[config.mk]
export PLATFORM = sky130hd
export DESIGN_NAME = fetch_stage
export DESIGN_NICKNAME = d
export VERILOG_FILES = /design/src/rtl/fetch_stage.sv
export SDC_FILE = /design/constraint.sdc
export NUM_CORES = 1
export LEC_CHECK = 0
export ABC_AREA = 0
export ABC_CLOCK_PERIOD_IN_PS = 5500
export CAP_MARGIN = 20
export CORE_MARGIN = 4
export CORE_UTILIZATION = 49
export CTS_CLUSTER_SIZE = 30
export DETAILED_ROUTE_END_ITERATION = 12
export PLACE_DENSITY = 0.81
export SLEW_MARGIN = 10
export SYNTH_ARGS = -nofsm -noshare
export SYNTH_HDL_FRONTEND = slang
export SYNTH_SLANG_ARGS = --single-unit
[constraint.sdc]
create_clock -name clk -period 5.5 [get_ports clk]
set_clock_uncertainty 0.1 [all_clocks]
set_input_delay 1.1 -clock clk [delete_from_list [all_inputs] [get_ports clk]]
set_output_delay 1.1 -clock clk [all_outputs]
set_load 0.05 [all_outputs]
[src/rtl/fetch_stage.sv]
// Fetch stage: owns the PC and IF/ID register. Optional FETCH_PERF_CNT_EN adds stall/flush counters.
// One instruction per cycle, 1-cycle imem; stall freezes PC and IF/ID and replays the pending fetch.
module fetch_stage #(
  parameter logic [31:0] RESET_PC = 32'h0000_0000,
  parameter logic [31:0] NOP_INST = 32'h0000_0013
) (
  input  logic        clk,
  input  logic        rst,
  input  logic        stall,
  input  logic        flush,
  input  logic [31:0] flush_target,
  input  logic        halt_req,
  output logic [31:0] imem_addr,
  input  logic [31:0] imem_rdata,
  output logic [31:0] IF_ID_pc,
  output logic [31:0] IF_ID_pc4,
  output logic [31:0] IF_ID_inst,
  output logic        IF_ID_valid,
  output logic        halted
`ifdef FETCH_PERF_CNT_EN
  ,
  output logic [31:0] perf_stall_cnt,
  output logic [31:0] perf_flush_cnt
`endif
);

  typedef enum logic [1:0] {
    S_BOOT   = 2'd0,
    S_RUN    = 2'd1,
    S_HALTED = 2'd2
  } state_e;

  state_e      state_q, state_d;
  logic [31:0] pc_q, pc_d;
  logic [31:0] fetch_pc_q, fetch_pc_d;
  logic        fetch_vld_q, fetch_vld_d;
  logic [31:0] ifid_pc_q, ifid_pc_d;
  logic [31:0] ifid_inst_q, ifid_inst_d;
  logic        ifid_vld_q, ifid_vld_d;

  logic [31:0] flush_tgt;
  logic        flush_act;

  always_comb begin
    flush_tgt   = flush_target & ~32'h0000_0003;
    // EX is empty while booting, so a flush there cannot be genuine.
    flush_act   = flush && (state_q != S_BOOT);

    state_d     = state_q;
    pc_d        = pc_q;
    fetch_pc_d  = fetch_pc_q;
    fetch_vld_d = fetch_vld_q;
    ifid_pc_d   = ifid_pc_q;
    ifid_inst_d = ifid_inst_q;
    ifid_vld_d  = ifid_vld_q;

    if (flush_act) begin
      imem_addr = flush_tgt;
    end else if (stall && fetch_vld_q) begin
      imem_addr = fetch_pc_q;
    end else begin
      imem_addr = pc_q;
    end

    if (state_q == S_BOOT) begin
      fetch_pc_d  = RESET_PC;
      fetch_vld_d = 1'b1;
      pc_d        = RESET_PC + 32'd4;
      state_d     = S_RUN;
    end else if (flush_act) begin
      ifid_vld_d  = 1'b0;
      ifid_inst_d = NOP_INST;
      fetch_pc_d  = flush_tgt;
      fetch_vld_d = 1'b1;
      pc_d        = flush_tgt + 32'd4;
      state_d     = S_RUN;
    end else if (!stall) begin
      if (state_q == S_RUN) begin
        if (fetch_vld_q) begin
          ifid_pc_d   = fetch_pc_q;
          ifid_inst_d = imem_rdata;
          ifid_vld_d  = 1'b1;
        end else begin
          ifid_vld_d  = 1'b0;
          ifid_inst_d = NOP_INST;
        end
        if (halt_req) begin
          fetch_vld_d = 1'b0;
          state_d     = S_HALTED;
        end else begin
          fetch_pc_d  = pc_q;
          fetch_vld_d = 1'b1;
          pc_d        = pc_q + 32'd4;
        end
      end else begin
        ifid_vld_d  = 1'b0;
        ifid_inst_d = NOP_INST;
      end
    end
  end

  always_ff @(posedge clk) begin
    if (rst) begin
      state_q     <= S_BOOT;
      pc_q        <= RESET_PC;
      fetch_pc_q  <= RESET_PC;
      fetch_vld_q <= 1'b0;
      ifid_pc_q   <= 32'd0;
      ifid_inst_q <= NOP_INST;
      ifid_vld_q  <= 1'b0;
    end else begin
      state_q     <= state_d;
      pc_q        <= pc_d;
      fetch_pc_q  <= fetch_pc_d;
      fetch_vld_q <= fetch_vld_d;
      ifid_pc_q   <= ifid_pc_d;
      ifid_inst_q <= ifid_inst_d;
      ifid_vld_q  <= ifid_vld_d;
    end
  end

  assign IF_ID_pc    = ifid_pc_q;
  assign IF_ID_pc4   = ifid_pc_q + 32'd4;
  assign IF_ID_inst  = ifid_inst_q;
  assign IF_ID_valid = ifid_vld_q;
  assign halted      = (state_q == S_HALTED);

`ifdef FETCH_PERF_CNT_EN
  logic [31:0] stall_cnt_q, stall_cnt_d;
  logic [31:0] flush_cnt_q, flush_cnt_d;

  // Both counters saturate rather than wrap.
  always_comb begin
    stall_cnt_d = stall_cnt_q;
    flush_cnt_d = flush_cnt_q;
    if (stall && !flush && (state_q == S_RUN) && (stall_cnt_q != 32'hFFFF_FFFF)) begin
      stall_cnt_d = stall_cnt_q + 32'd1;
    end
    if (flush_act && (flush_cnt_q != 32'hFFFF_FFFF)) begin
      flush_cnt_d = flush_cnt_q + 32'd1;
    end
  end

  always_ff @(posedge clk) begin
    if (rst) begin
      stall_cnt_q <= 32'd0;
      flush_cnt_q <= 32'd0;
    end else begin
      stall_cnt_q <= stall_cnt_d;
      flush_cnt_q <= flush_cnt_d;
    end
  end

  assign perf_stall_cnt = stall_cnt_q;
  assign perf_flush_cnt = flush_cnt_q;
`endif

endmodule

==> results.json <==
{
  "p_total_uw": 2560,
  "drtPass1Iterations": 6,
  "start_util_pct": 50.0,
  "via_count": 8066,
  "cts_resized": 0,
  "clockBufferDepth": 2,
  "setup_viol": 0,
  "dp_slack_ns": 0.782,
  "nets": 1222,
  "min_period_ns": 4.79,
  "maxCapViolations": 0,
  "ys_types": 57,
  "num_rows": 44,
  "worstSetupStartpointType": "input pin",
  "syn_inst": 997,
  "fp.dieH_um": 130,
  "drt_iter0_drc": 885,
  "drive_gt1_share_pct": 7.04,
  "p_per_area_nw_per_um2": 256,
  "slew_viol_final": 0,
  "cts_root_buf": "clkbuf_16",
  "drcViolationCount": 0,
  "cts_tree": "done",
  "setup_ws_ns": 0.707,
  "fmax_mhz": 209,
  "cts-hold-fix-buffers": 0,
  "worst_slew_pin_slew_ns": 1.10,
  "placeableCoreArea_um2": 14500,
  "ios": 199,
  "vdd_drop_max_mv": 0.243,
  "timing.setup.tns_ns": 0,
  "synth-async-reset-ratio_pct": 0,
  "cts_sinks": 132,
  "fp.dieW_um": 130,
  "path_max_fanout": 10,
  "place_inst": 1315,
  "relSlewSlack_pct": 26.5,
  "areaGrowthSynthToFinish_pct": 37.9,
  "grt_pass1_vias": 7307,
  "clk_latency_ns": 0.42,
  "routed_wl_um": 23700,
  "fin_hold_ws_ns": 0.363,
  "worstPathRequired_ns": 4.30,
  "grt_overflow": 0,
  "diodes": 0,
  "status": "finished clean",
  "seq_area_frac_synth_pct": 36.5,
  "ys_warn_count": 0,
  "routedWlPerCell_um": 17.6,
  "postCtsSetupRepairBufs": 0,
  "cts_buffers": 17,
  "viasPerCell": 5.98,
  "synth_edf_count": 0,
  "grtUsageTotal_pct": 27.4,
  "synth_ff_type": "dfxtp_1",
  "grt_max_degree": 72,
  "grt_antenna_before_repair": 1,
  "globalplace.congestion": 0.899,
  "final_cell_mix": "nand2_1 (198), clkdlybuf4s50_1 (184), dfxtp_1 (132)",
  "grt_pass1_wl_um": 37300,
  "final_cell_count_no_fill": 1348,
  "hold_viol_final": 0,
  "ys_ff_latch": 132,
  "dpl.hpwl_um": 16600,
  "drtAntennaViolNets": 0,
  "io_buffers": 196,
  "cp-end-kind": "output port",
  "fin_crit_sh_pct": 87.1,
  "min_path_type": "reg -> reg",
  "cp.arrival_ns": 3.59,
  "cts-htree-levels": 4,
  "clk_pin_slew_ns": 0.06,
  "design.die.area_um2": 16800,
  "critPathKind": "in -> out",
  "layout_commonest_cell": "nand2_1",
  "rsz0062_at_grt": "false",
  "avgSynthCellArea_um2": 7.26,
  "power.leakage_uw": 0.00342,
  "synth_fp_nets": 1068,
  "synth_area_um2": 7240
}
[cells in the mapped netlist, types with 4 or more instances]
| master | n | share of area (%) |
|---|---|---|
| a211oi_1 | 7 | 0.73 |
| a21oi_1 | 59 | 4.1 |
| a22oi_1 | 29 | 3.0 |
| a311oi_1 | 7 | 0.85 |
| a31oi_1 | 37 | 3.2 |
| and2_1 | 9 | 0.78 |
| and3_1 | 15 | 1.3 |
| and4_1 | 5 | 0.60 |
| buf_1 | 7 | 0.36 |
| buf_2 | 13 | 0.90 |
| clkbuf_1 | 55 | 2.9 |
| dfxtp_1 | 132 | 36 |
| inv_1 | 14 | 0.73 |
| mux2_2 | 8 | 1.2 |
| mux2i_1 | 23 | 3.2 |
| nand2_1 | 198 | 10 |
| nand2b_1 | 4 | 0.35 |
| nand3_1 | 52 | 3.6 |
| nand4_1 | 22 | 1.9 |
| nor2_1 | 117 | 6.1 |
| nor3_1 | 24 | 1.7 |
| nor4_1 | 10 | 0.86 |
| o211ai_1 | 8 | 0.83 |
| o21ai_0 | 47 | 3.2 |
| o22ai_1 | 8 | 0.69 |
| or3_1 | 9 | 0.78 |
| or4_1 | 6 | 0.62 |
| xnor2_1 | 21 | 2.5 |
| xor2_1 | 7 | 0.85 |
[registers in the layout, summed over array words and instances, names as in the netlist]
| register | count |
|---|---|
| IF_ID_inst | 32 |
| IF_ID_pc | 32 |
| fetch_pc_q | 32 |
| pc_q | 32 |
| state_q | 2 |
| IF_ID_valid | 1 |
| fetch_vld_q | 1 |
[final timing paths]
kind,from,to,slack (ns),cells after the start
max reg2reg,state_q[0],pc_q[30],1.54,10
min reg2reg,IF_ID_valid,IF_ID_valid,0.36,2
max,stall,imem_addr[20],0.71,6
min,IF_ID_valid,IF_ID_valid,0.36,2
[where the power goes]
part | switching (µW) | internal (µW)
combinational | 256 | 153
clock | 464 | 680
sequential | 28.9 | 977
[stage by stage]
stage / instance area, µm² / utilization [%]
after CTS: 9960 / 68.8
after detailed placement: 9360 / 64.7
final: 9990 / 69.0
after global routing: 9990 / 69.0
after global placement: 9360 / 64.7
after floorplan: 7240 / -
[logic make-up after synthesis]
kind of cell | synth area share, %
xor gates and xnor gates | 3.39
AOI/OAI and AO/OA | 20.2
DFF | 36.5
buffers and inverters | 5.15
and+or+nand+nor | 30.0
muxes | 4.42
adders and majority gates | 0.345
[critical path, cell delays in order]
cell             delay [ns]
clkdlybuf4s50_1        0.58
and2_1                 0.46
buf_4                  0.27
nand2_1                0.07
a31oi_1                0.25
clkdlybuf4s50_1        0.85
[per-layer routing]
metal	part of all wire, %	GRT usage [%]	vias up
met5	0.030	0	-
met4	2.1	9.41	2
met3	9.8	5.81	52
met2	47	43.6	427
met1	41	37.2	3721
li1	-	-	3864
[final cells by class]
cell class                 instances  area, µm²
clock buffer                      17        425
tap                              184        230
inverter                          14       52.6
fill                            1246       4490
clock inverter                    15        170
multi-input combinational        773       4250
sequential                       132       2640
timing repair buffer             213       2210
Note: power is estimated with default switching activity, not from simulation.
